[src/rtl/mux8_pkg.sv]
// Shared definitions for the 8:1 serializer front end: FSM states, widths
// and the start/end select codes implied by the bit order.
package mux8_pkg;

  localparam int WORD_W = 8;
  localparam int SEL_W  = 3;

  typedef enum logic [0:0] {
    IDLE  = 1'b0,
    SHIFT = 1'b1
  } state_t;

  // First select code of a word: bit 0 for LSB-first, bit 7 for MSB-first.
  function automatic logic [SEL_W-1:0] sel_start(input bit msb_first);
    logic [SEL_W-1:0] v;
    if (msb_first) begin
      v = 3'd7;
    end else begin
      v = 3'd0;
    end
    return v;
  endfunction

  // Final select code of a word, mirror image of the start code.
  function automatic logic [SEL_W-1:0] sel_end(input bit msb_first);
    logic [SEL_W-1:0] v;
    if (msb_first) begin
      v = 3'd0;
    end else begin
      v = 3'd7;
    end
    return v;
  endfunction

endpackage

[src/rtl/mux8_bitsel.sv]
// Purely combinational 8:1 bit selector: picks word[sel].
module mux8_bitsel
  import mux8_pkg::*;
(
  input  logic [WORD_W-1:0] word,
  input  logic [SEL_W-1:0]  sel,
  output logic              bitval
);

  // Explicit 8-way mux so every select code has a defined output.
  always_comb begin
    bitval = 1'b0;
    case (sel)
      3'd0:    bitval = word[0];
      3'd1:    bitval = word[1];
      3'd2:    bitval = word[2];
      3'd3:    bitval = word[3];
      3'd4:    bitval = word[4];
      3'd5:    bitval = word[5];
      3'd6:    bitval = word[6];
      3'd7:    bitval = word[7];
      default: bitval = 1'b0;
    endcase
  end

endmodule

[src/rtl/mux8_serializer.sv]
// Parallel-to-serial front end: accepts an 8-bit word over valid/ready,
// then walks a 3-bit select counter across it, one bit per accepted beat.
// The select code is exported so the downstream 8:1 selector can follow it.
module mux8_serializer
  import mux8_pkg::*;
#(
  parameter bit MSB_FIRST  = 1'b0,
  parameter bit IDLE_LEVEL = 1'b0
) (
  input  logic              clk,
  input  logic              rst,
  input  logic [WORD_W-1:0] din,
  input  logic              din_valid,
  output logic              din_ready,
  output logic [SEL_W-1:0]  sel,
  output logic              sout,
  output logic              sout_valid,
  input  logic              sout_ready,
  output logic              sout_last,
  output logic              busy
);

  localparam logic [SEL_W-1:0] START_SEL = sel_start(MSB_FIRST);
  localparam logic [SEL_W-1:0] END_SEL   = sel_end(MSB_FIRST);

  state_t              state_r;
  state_t              state_s;
  logic [WORD_W-1:0]   word_r;
  logic [WORD_W-1:0]   word_s;
  logic [SEL_W-1:0]    cnt_r;
  logic [SEL_W-1:0]    cnt_s;
  logic [SEL_W-1:0]    cnt_step_s;
  logic                is_shift_s;
  logic                is_last_s;
  logic                sel_bit_s;

  assign is_shift_s = (state_r == SHIFT);
  assign is_last_s  = is_shift_s && (cnt_r == END_SEL);

  // Counter direction follows the bit order; the end value is reached
  // before any wrap, so the natural 3-bit wrap is never used.
  assign cnt_step_s = MSB_FIRST ? (cnt_r - 3'd1) : (cnt_r + 3'd1);

  // A new word may only enter when idle or as the last bit leaves,
  // which gives zero-gap back-to-back words without dropping a bit.
  assign din_ready = !is_shift_s || (is_last_s && sout_ready);

  mux8_bitsel u_bitsel (
    .word   (word_r),
    .sel    (cnt_r),
    .bitval (sel_bit_s)
  );

  assign sel        = cnt_r;
  assign sout_valid = is_shift_s;
  assign sout_last  = is_last_s;
  assign busy       = is_shift_s;
  assign sout       = is_shift_s ? sel_bit_s : IDLE_LEVEL;

  // Next-state, word load and counter stepping for the IDLE/SHIFT FSM.
  always_comb begin
    state_s = state_r;
    word_s  = word_r;
    cnt_s   = cnt_r;
    case (state_r)
      IDLE: begin
        if (din_valid) begin
          word_s  = din;
          cnt_s   = START_SEL;
          state_s = SHIFT;
        end else begin
          state_s = IDLE;
        end
      end
      SHIFT: begin
        if (sout_ready) begin
          if (is_last_s) begin
            if (din_valid) begin
              word_s  = din;
              cnt_s   = START_SEL;
              state_s = SHIFT;
            end else begin
              // Park the counter on the start code so sel is predictable in IDLE.
              cnt_s   = START_SEL;
              state_s = IDLE;
            end
          end else begin
            cnt_s = cnt_step_s;
          end
        end else begin
          // Stalled beat: hold everything so no bit is lost or repeated.
          state_s = SHIFT;
        end
      end
      default: begin
        state_s = IDLE;
        cnt_s   = START_SEL;
      end
    endcase
  end

  // State, word and counter registers with synchronous reset.
  always_ff @(posedge clk) begin
    if (rst) begin
      state_r <= IDLE;
      word_r  <= 8'h00;
      cnt_r   <= START_SEL;
    end else begin
      state_r <= state_s;
      word_r  <= word_s;
      cnt_r   <= cnt_s;
    end
  end

endmodule

[config.mk]
export PLATFORM = sky130hd
export DESIGN_NAME = mux8_serializer
export DESIGN_NICKNAME = d
export VERILOG_FILES = /design/src/rtl/mux8_pkg.sv /design/src/rtl/mux8_bitsel.sv /design/src/rtl/mux8_serializer.sv
export SDC_FILE = /design/constraint.sdc
export NUM_CORES = 1
export LEC_CHECK = 0
export BUFFER_PORTS_ARGS = -buffer_cell sky130_fd_sc_hd__buf_2
export CAP_MARGIN = 20
export CORE_MARGIN = 1
export CORE_UTILIZATION = 43
export DETAILED_ROUTE_END_ITERATION = 16
export GPL_TIMING_DRIVEN = 0
export PLACE_DENSITY = 0.84
export SYNTH_ARGS = -nofsm -noshare
export SYNTH_HDL_FRONTEND = slang
export SYNTH_HIERARCHICAL = 1
export SYNTH_SLANG_ARGS = --single-unit
[constraint.sdc]
create_clock -name clk -period 1.49 [get_ports clk]
set_input_delay 0.0745 -clock clk [delete_from_list [all_inputs] [get_ports clk]]
set_output_delay 0.0745 -clock clk [all_outputs]
set_load 0.01 [all_outputs]
==> results of run 1 <==
-- cell families after synthesis --
kind of cell	count (synthesis)	share of synthesized area
flip-flops	12	0.3721
AO/OA/AOI/OAI	3	0.05232
AND/OR/NAND/NOR	25	0.2364
adder cells (fa/ha/maj)	2	0.03875
buffers and inverters	5	0.04651
multiplexers	13	0.2539
-- power breakdown --
group          internal (mW)  switching, mW  total (mW)
Clock                  0.148          0.104       0.253
Combinational         0.0704         0.0462       0.117
Sequential             0.337         0.0127       0.350
-- path summary, 6_finish.rpt --
| kind | to | from | slack [ns] |
|---|---|---|---|
| setup / recovery | sout | sel[0] | -0.24 |
| hold / removal | busy | din_valid | 0.05 |
| setup reg to reg | word_r[3] | sel[0] | 0.06 |
| hold reg to reg | word_r[7] | word_r[7] | 0.48 |
-- through the flow --
stage	setup slack (ns)	TNS, ns	area, um2	util	std cells
global placement	-0.08530	-0.08530	755.7	0.5598	93
floorplan	0.03353	0	646.9	-	60
detailed placement	-0.08429	-0.08429	755.7	0.5598	93
finish	-0.2440	-0.2753	855.8	0.6339	99
CTS	-0.2574	-0.3144	830.8	0.6154	98
global route	-0.3002	-0.4356	855.8	0.6339	99
-- sequential cells by signal (all words and copies together), names as in the netlist --
register and cells:
sel 3, word_r 8, busy 1
-- final cells by class --
class,instances,area share
multi-input cells,43,0.4708
flip-flops and latches,12,0.2851
repair buffers,21,0.1579
clock buffers,4,0.04240
well taps,15,0.02193
plain buffers,3,0.01754
inverters,1,0.004386
-- Yosys cell counts (all sizes together) --
master,n,area share
mux4,2,0.081
nand2b,16,0.16
inv,1,0.0058
a21boi,1,0.029
and2,2,0.023
mux2,1,0.017
nor2,5,0.029
and3b,1,0.016
nor2b,1,0.014
dfxtp,12,0.37
ha,2,0.039
clkbuf,2,0.012
mux2i,10,0.16
buf,2,0.029
a22oi,2,0.023
-- worst min-delay path, stage by stage --
cell and delay, ns:
buf_2 0.10, nor2_1 0.04, nor2_1 0.06
-- timing repair --
action                     in CTS  in global routing
buffers inserted                1                  2
pin swaps                       1                  1
setup endpoints to repair       2                  4
gates resized for setup        10                  5
-- routing by layer --
| layer | up-vias | GRT usage |
|---|---|---|
| met4 | 0 | 0.07500 |
| met3 | 0 | 0.04891 |
| met5 | - | 0 |
| met1 | 215 | 0.1959 |
| li1 | 254 | - |
| met2 | 17 | 0.2659 |
==> results.cfg, run 1 <==
[outcome]
status = complete, but fails checks
violations = setup timing

[power_and_ir_drop]
peakVddDrop_uv = 501.6
cellPowerDensity_nw_per_um2 = 840.5
power_leakage_nw = 0.3772
p_total_mw = 0.7193

[layout]
multi_input_area_um2 = 402.9
layout_commonest_cell = nand2b_1
antenna_cells = 0
layout_common_cells = 16 x nand2b_1, 15 x buf_2, 11 x dfxtp_1, 10 x mux2i_1, 5 x nor2_1
drive_gt1_frac = 0.4524
syn_to_final_growth_pct = 32.56
fin_nets = 99
fillers = 117
seqCellArea_um2 = 244.0

[sta]
tightest_slew_ns = 0.3597
min_period_ns = 1.734
finalSetupViolCount = 2
slew_viol_final = 0
fmax_ghz = 0.5767
skew_ns = 0.003585
slew-limit-headroom = 0.7602
fin_ws_ns = -0.2440
hold_violations = 0
hold_ws_ns = 0.04667
rsz0062_at_grt = true
post-route-period-util = 1.164

[detailed_routing]
vias_per_cell = 4.909
vias = 486
topRoutingLayerUsed = met3
finalWirelength_um = 1079
wl_met1_um = 540
drtPass1Iterations = 4
first_iter_violations = 2
ant_nets = 0
route.met2.wl_um = 491
avgRoutedWirePerCell_um = 10.90
drc = 0
met3_length_um = 47

[logic_synthesis]
synth_fp_nets = 74
yosys_warnings = 6
synth_seq_cells = 12
syn_inst = 60
synth_area_um2 = 645.6
synth.avg_cell_area_um2 = 10.76
ys_seq_area_frac = 0.3721
ys_types = 16

[global_routing]
first_global_vias = 415
antenna_found_initial = 0
grt_max_degree = 11
grt_remaining_overflow = 0
grt_pass1_wl_um = 1718
grt_use_total = 0.1632

[placement]
dp_hpwl_um = 758.9
gp_congestion = 0.6454
port_buffers = 18

[cts]
cts.reportedPaths.clkPinSlew_ns = 0.07
clockBufferDepth = 2
tritoncts = yes
cts_buffers = 3
cts_htree_levels = 1
cts.root.buffer_cell = clkbuf_4
clock-sinks = 12
hold_buffers = 0
insertion_delay_ns = 0.27

[worst_setup_path]
critPathMaxFanout = 3
cpPeakStageDelay_ns = 0.48
critPathArrivalTime_ns = 1.66
critPathTopFamily = multiplexers
startpoint_type = flop
worst-path-stages = 4
end_kind = primary output
crit_type = reg2out
crit_slowest_cell = mux4_2
cp_cell_sequence = mux4_2 -> mux2_4 -> and2_4 -> buf_6
cp.buffers_inverters = 1
reg2reg_depth = 7
crit_required_ns = 1.42

[floorplan]
num_rows = 13
core_um2 = 1350
ios = 20
die_h_um = 40.75
initial_utilization = 0.4782
dieArea_um2 = 1661
fp.dieW_um = 40.75

[flow_run]
maxCapViolCount = 0

[min_path]
min_path_type = in2reg
hold_depth = 3
(Power assumes the default switching activity.)
==> inputs of run 2 (changes only) <==
- ABC_AREA: default -> 1
- CORE_UTILIZATION: 43 -> 44
- PLACE_DENSITY: 0.84 -> 0.85
==> results.cfg, run 2 <==
[power_and_ir_drop]
p_seq_frac = 0.508
peakVddDrop_uv = 418.3
p_int_mw = 0.5019
p_comb_frac = 0.215
power.switching_mw = 0.1902
swShare = 0.2748
p_total_mw = 0.6921
cellPowerDensity_nw_per_um2 = 799.3
power_leakage_nw = 0.4555
power_frac_clock = 0.277

[min_path]
hp-start = din[4]
min_path_type = in2reg

[floorplan]
num_rows = 13
ios = 20
core_um2 = 1366
dieArea_um2 = 1684
die_h_um = 41.04
fp.dieW_um = 41.04
initial_utilization = 0.4908

[sta]
finalSetupViolCount = 0
hold_violations = 0
fmax_ghz = 0.6963
min_period_ns = 1.436
fin_ws_ns = 0.05392
slew_viol_final = 0
slew-limit-headroom = 0.8327
post-route-period-util = 0.9638
hold_ws_ns = 0.1190
skew_ns = 0.003715
tns_ns = 0
tightest_slew_ns = 0.2494

[outcome]
status = finished, final reports clean

[cts]
cts_htree_levels = 1
clockBufferDepth = 2
tritoncts = yes
cts_buffers = 3
cts.reportedPaths.clkPinSlew_ns = 0.07
cts.root.buffer_cell = clkbuf_4
clock-sinks = 12
insertion_delay_ns = 0.26

[flow_run]
maxCapViolCount = 0

[worst_setup_path]
r2r_start = sel[0]
end_kind = primary output
crit_required_ns = 1.42
startpoint_type = flop
crit_type = reg2out
cp-startpoint = sel[0]
critPathMaxFanout = 10
critPathArrivalTime_ns = 1.36
rrSetupSlack_ns = 0.21

[detailed_routing]
ant_nets = 0
avgRoutedWirePerCell_um = 10.55
topRoutingLayerUsed = met4
drc = 0
finalWirelength_um = 1487
met3_length_um = 80
wl_met1_um = 646
route.met2.wl_um = 753
drtPass1Iterations = 4
vias_per_cell = 5.021
first_iter_violations = 24
vias = 708

[layout]
antenna_cells = 0
layout_commonest_cell = nand2_1
layout_common_cells = 24 x nand2_1, 18 x buf_2, 16 x nand3_1, 15 x inv_1, 11 x a21oi_1
largest_register_ffs = 8
drive_gt1_frac = 0.2857
fin_nets = 142
regMostFlops = word_r
stdcell_count = 141
syn_to_final_growth_pct = 29.10

[placement]
dp_hpwl_um = 1048
placed_cells = 134
port_buffers = 18
gp_congestion = 0.7614
place_ws_ns = -0.0002507

[logic_synthesis]
synth-edff-count = 0
synth.area.top_cells = dfxtp_1 36%, nand2_1 13%, nand3_1 12%
ys_types = 17
ys_dominant_reg_cell = dfxtp_1
synth.avg_cell_area_um2 = 6.640
yosys-top-cells-count = 24 x nand2_1, 16 x nand3_1, 15 x inv_1
synthMostInstantiatedCell = nand2_1
synth_area_um2 = 670.6
synth_top_cell_by_area = dfxtp_1
ys_seq_area_frac = 0.3582
synth_top_area_share = 0.3582
syn_inst = 101
synth-async-reset-ratio = 0
synth_seq_cells = 12
yosys_warnings = 6
synth_fp_nets = 115

[global_routing]
grt_pass1_wl_um = 2208
first_global_vias = 543
antenna_found_initial = 0
grt_use_total = 0.2022
grt_remaining_overflow = 0
grt_max_degree = 11
[run 2: area by class of cell]
class,count,area [um2]
Multi-Input combinational cell,67,335.3
Sequential cell,12,247.7
Buffer,5,46.29
Timing Repair Buffer,22,128.9
Tap cell,15,18.77
Inverter,17,66.31
Fill cell,146,500.5
Clock buffer,3,22.52
[run 2: per-stage QoR]
| stage | util | instance area [um2] |
|---|---|---|
| after floorplan | - | 670.6 |
| after global placement | 0.5705 | 779.5 |
| after detailed placement | 0.5705 | 779.5 |
| after CTS | 0.6227 | 850.8 |
| after global routing | 0.6337 | 865.8 |
| final | 0.6337 | 865.8 |
[run 2: power groups by stage]
stage / clock network [mW] / logic (mW) / registers [mW]
global placement: 0 / 0.128 / 0.363
detailed placement: 0 / 0.132 / 0.365
floorplan: 0 / 0.0918 / 0.363
global route: 0.211 / 0.170 / 0.354
CTS: 0.199 / 0.148 / 0.351
finish: 0.191 / 0.149 / 0.352
[run 2: final timing paths]
path | end | cells past startpoint
max reg2reg | word_r[2] | 8
min reg2reg | word_r[5] | 2
max | din_ready | 6
min | word_r[4] | 5
[run 2: worst max-delay path: stages (launching register included)]
cell,delay [ns]
dfxtp_4,0.35
ha_2,0.19
ha_4,0.17
nand2_2,0.08
nand2_4,0.06
buf_8,0.14
buf_6,0.11
[run 2: cells by family after synthesis]
| kind of cell | Yosys count | synth area share |
|---|---|---|
| compound gates | 12 | 0.09142 |
| fa+ha+maj | 2 | 0.03731 |
| buf+inv | 22 | 0.1641 |
| flops | 12 | 0.3582 |
| simple gates | 53 | 0.3489 |
[run 2: timing repair]
item,in CTS,in global routing
gates resized for setup,6,3
endpoints found under the setup margin,6,2
pin swaps,2,0
hold buffers,1,0
buffers inserted,3,0
endpoints found under the hold margin,2,0
[run 2: routing by layer]
layer,GRT usage,up-vias
met5,0,-
met2,0.3359,29
li1,-,373
met1,0.2484,304
met4,0.1000,0
met3,0.03261,2
==> inputs of run 3 (changes only) <==
- GPL_TIMING_DRIVEN: 0 -> default
==> results.cfg, run 3 (synthesized netlist as in run 2, its figures left out) <==
[global_routing]
grt_pass1_wl_um = 2007
first_global_vias = 504
grt_remaining_overflow = 0
use_met1 = 0.2419
met3_usage = 0.03261
grt_max_degree = 19
antenna_found_initial = 0
gr-usage-met2 = 0.2773
busiest_layer = met2
grt_use_total = 0.1868

[layout]
drive_gt1_frac = 0.2520
largest_register_ffs = 8
antenna_cells = 0
syn_to_final_growth_pct = 26.31
layout_common_cells = 24 x nand2_1, 18 x buf_2, 16 x nand3_1, 15 x inv_1
fillers = 136
regMostFlops = word_r
layout_commonest_cell = nand2_1
stdcell_count = 138
fin_nets = 138
design_area_um2 = 847.1

[sta]
skew_ns = 0.006733
fin_ws_ns = 0.06037
post-route-period-util = 0.9595
rsz0062_at_grt = false
fmax_ghz = 0.6995
min_period_ns = 1.430
hold_violations = 0
finalSetupViolCount = 0
slew_viol_final = 0
tns_ns = 0
tightest_slew_ns = 0.4373
slew-limit-headroom = 0.7080

[placement]
dp_hpwl_um = 1018
port_buffers = 19
place_ws_ns = 0.1292
placed_cells = 131
place_area_um2 = 745.7
gp_congestion = 0.7186

[flow_run]
maxCapViolCount = 0

[worst_setup_path]
critPathTopFamily = adder cells
crit_slowest_cell = dfxtp_2
critPathArrivalTime_ns = 1.36
rrSetupSlack_ns = 0.11
r2r_start = sel[1]
cpPeakStageDelay_ns = 0.35
r2r-end = word_r[2]
cp.buffers_inverters = 1
crit_required_ns = 1.42
crit_type = reg2out
end_kind = primary output
cp_cell_sequence = ha_1 -> ha_2 -> nand2_4 -> nand2_8 -> buf_6
reg2reg_depth = 7
startpoint_type = flop
critPathMaxFanout = 12

[power_and_ir_drop]
power_leakage_nw = 0.4552
peakVddDrop_uv = 531.8
p_total_mw = 0.7552
cellPowerDensity_nw_per_um2 = 891.6

[floorplan]
core_um2 = 1366
initial_utilization = 0.4908
dieArea_um2 = 1684
num_rows = 13
ios = 20
fp.dieW_um = 41.04
die_h_um = 41.04

[cts]
cts_htree_levels = 1
clock-sinks = 12
cts.reportedPaths.clkPinSlew_ns = 0.08
clockBufferDepth = 2
cts_buffers = 3
tritoncts = yes
cts.root.buffer_cell = clkbuf_4
insertion_delay_ns = 0.27

[detailed_routing]
finalWirelength_um = 1441
vias_per_cell = 4.804
first_iter_violations = 12
ant_nets = 0
drc = 0
vias = 663
avgRoutedWirePerCell_um = 10.44
drtPass1Iterations = 4

[min_path]
hp-start = din[6]
hold_end = word_r[6]
min_path_type = in2reg
hold_depth = 5

[outcome]
status = finished, final reports clean
run 3: where the power goes:
| group | switching, mW | internal (mW) | total [mW] |
|---|---|---|---|
| registers | 0.0186 | 0.342 | 0.360 |
| clock network | 0.108 | 0.148 | 0.256 |
| logic | 0.0731 | 0.0653 | 0.138 |
| total | 0.200 | 0.556 | 0.755 |
run 3: layout make-up:
cell class	count	area, um2	area share
clock buffers	4	36.28	0.04284
repair buffers	23	150.1	0.1773
multi-input cells	67	336.6	0.3973
well taps	15	18.77	0.02216
flip-flops and latches	12	241.5	0.2851
inverters	17	63.81	0.07533
run 3: worst reg2reg max path: cells and delay by family, from the launching register on:
kind / cells / cell delay [ns]
AO/OA/AOI/OAI: 1 / 0.12
adder cells (fa/ha/maj): 2 / 0.40
buffers and inverters: 1 / 0.16
flip-flops: 1 / 0.35
AND/OR/NAND/NOR: 3 / 0.25
run 3: repair_timing:
action                                  in CTS  in global routing
resized for setup                            4                  2
hold buffers                                 1                  0
hold endpoints to repair                     1                  0
endpoints found under the setup margin       1                  2
setup buffers                                0                  2
pin swaps                                    1                  0
run 3: stage by stage:
step                      hold slack [ns]  utilization
final                              0.1113       0.6200
after global routing               0.1406       0.6200
after CTS                          0.1093       0.5934
after detailed placement           0.2947       0.5458
after global placement             0.2902       0.5458
after floorplan                    0.1436            -
run 3: metal layers:
layer  part of all wire  wire [um]  vias up
met5                  0          0        -
met4              0.012         17        0
met3              0.040         58        2
met2               0.47        676       16
met1               0.48        688      283
li1                   -          -      362
run 3: worst max-delay path by stage:
stage | to | startpoint | cells after the start
2_1_floorplan | word_r[0] | sel[0] | 7
3_3_place_gp | word_r[4] | sel[1] | 7
3_5_place_dp | word_r[5] | sel[1] | 7
4_1_cts | din_ready | sel[1] | 5
5_1_grt | din_ready | sel[1] | 5
6_report | din_ready | sel[1] | 5
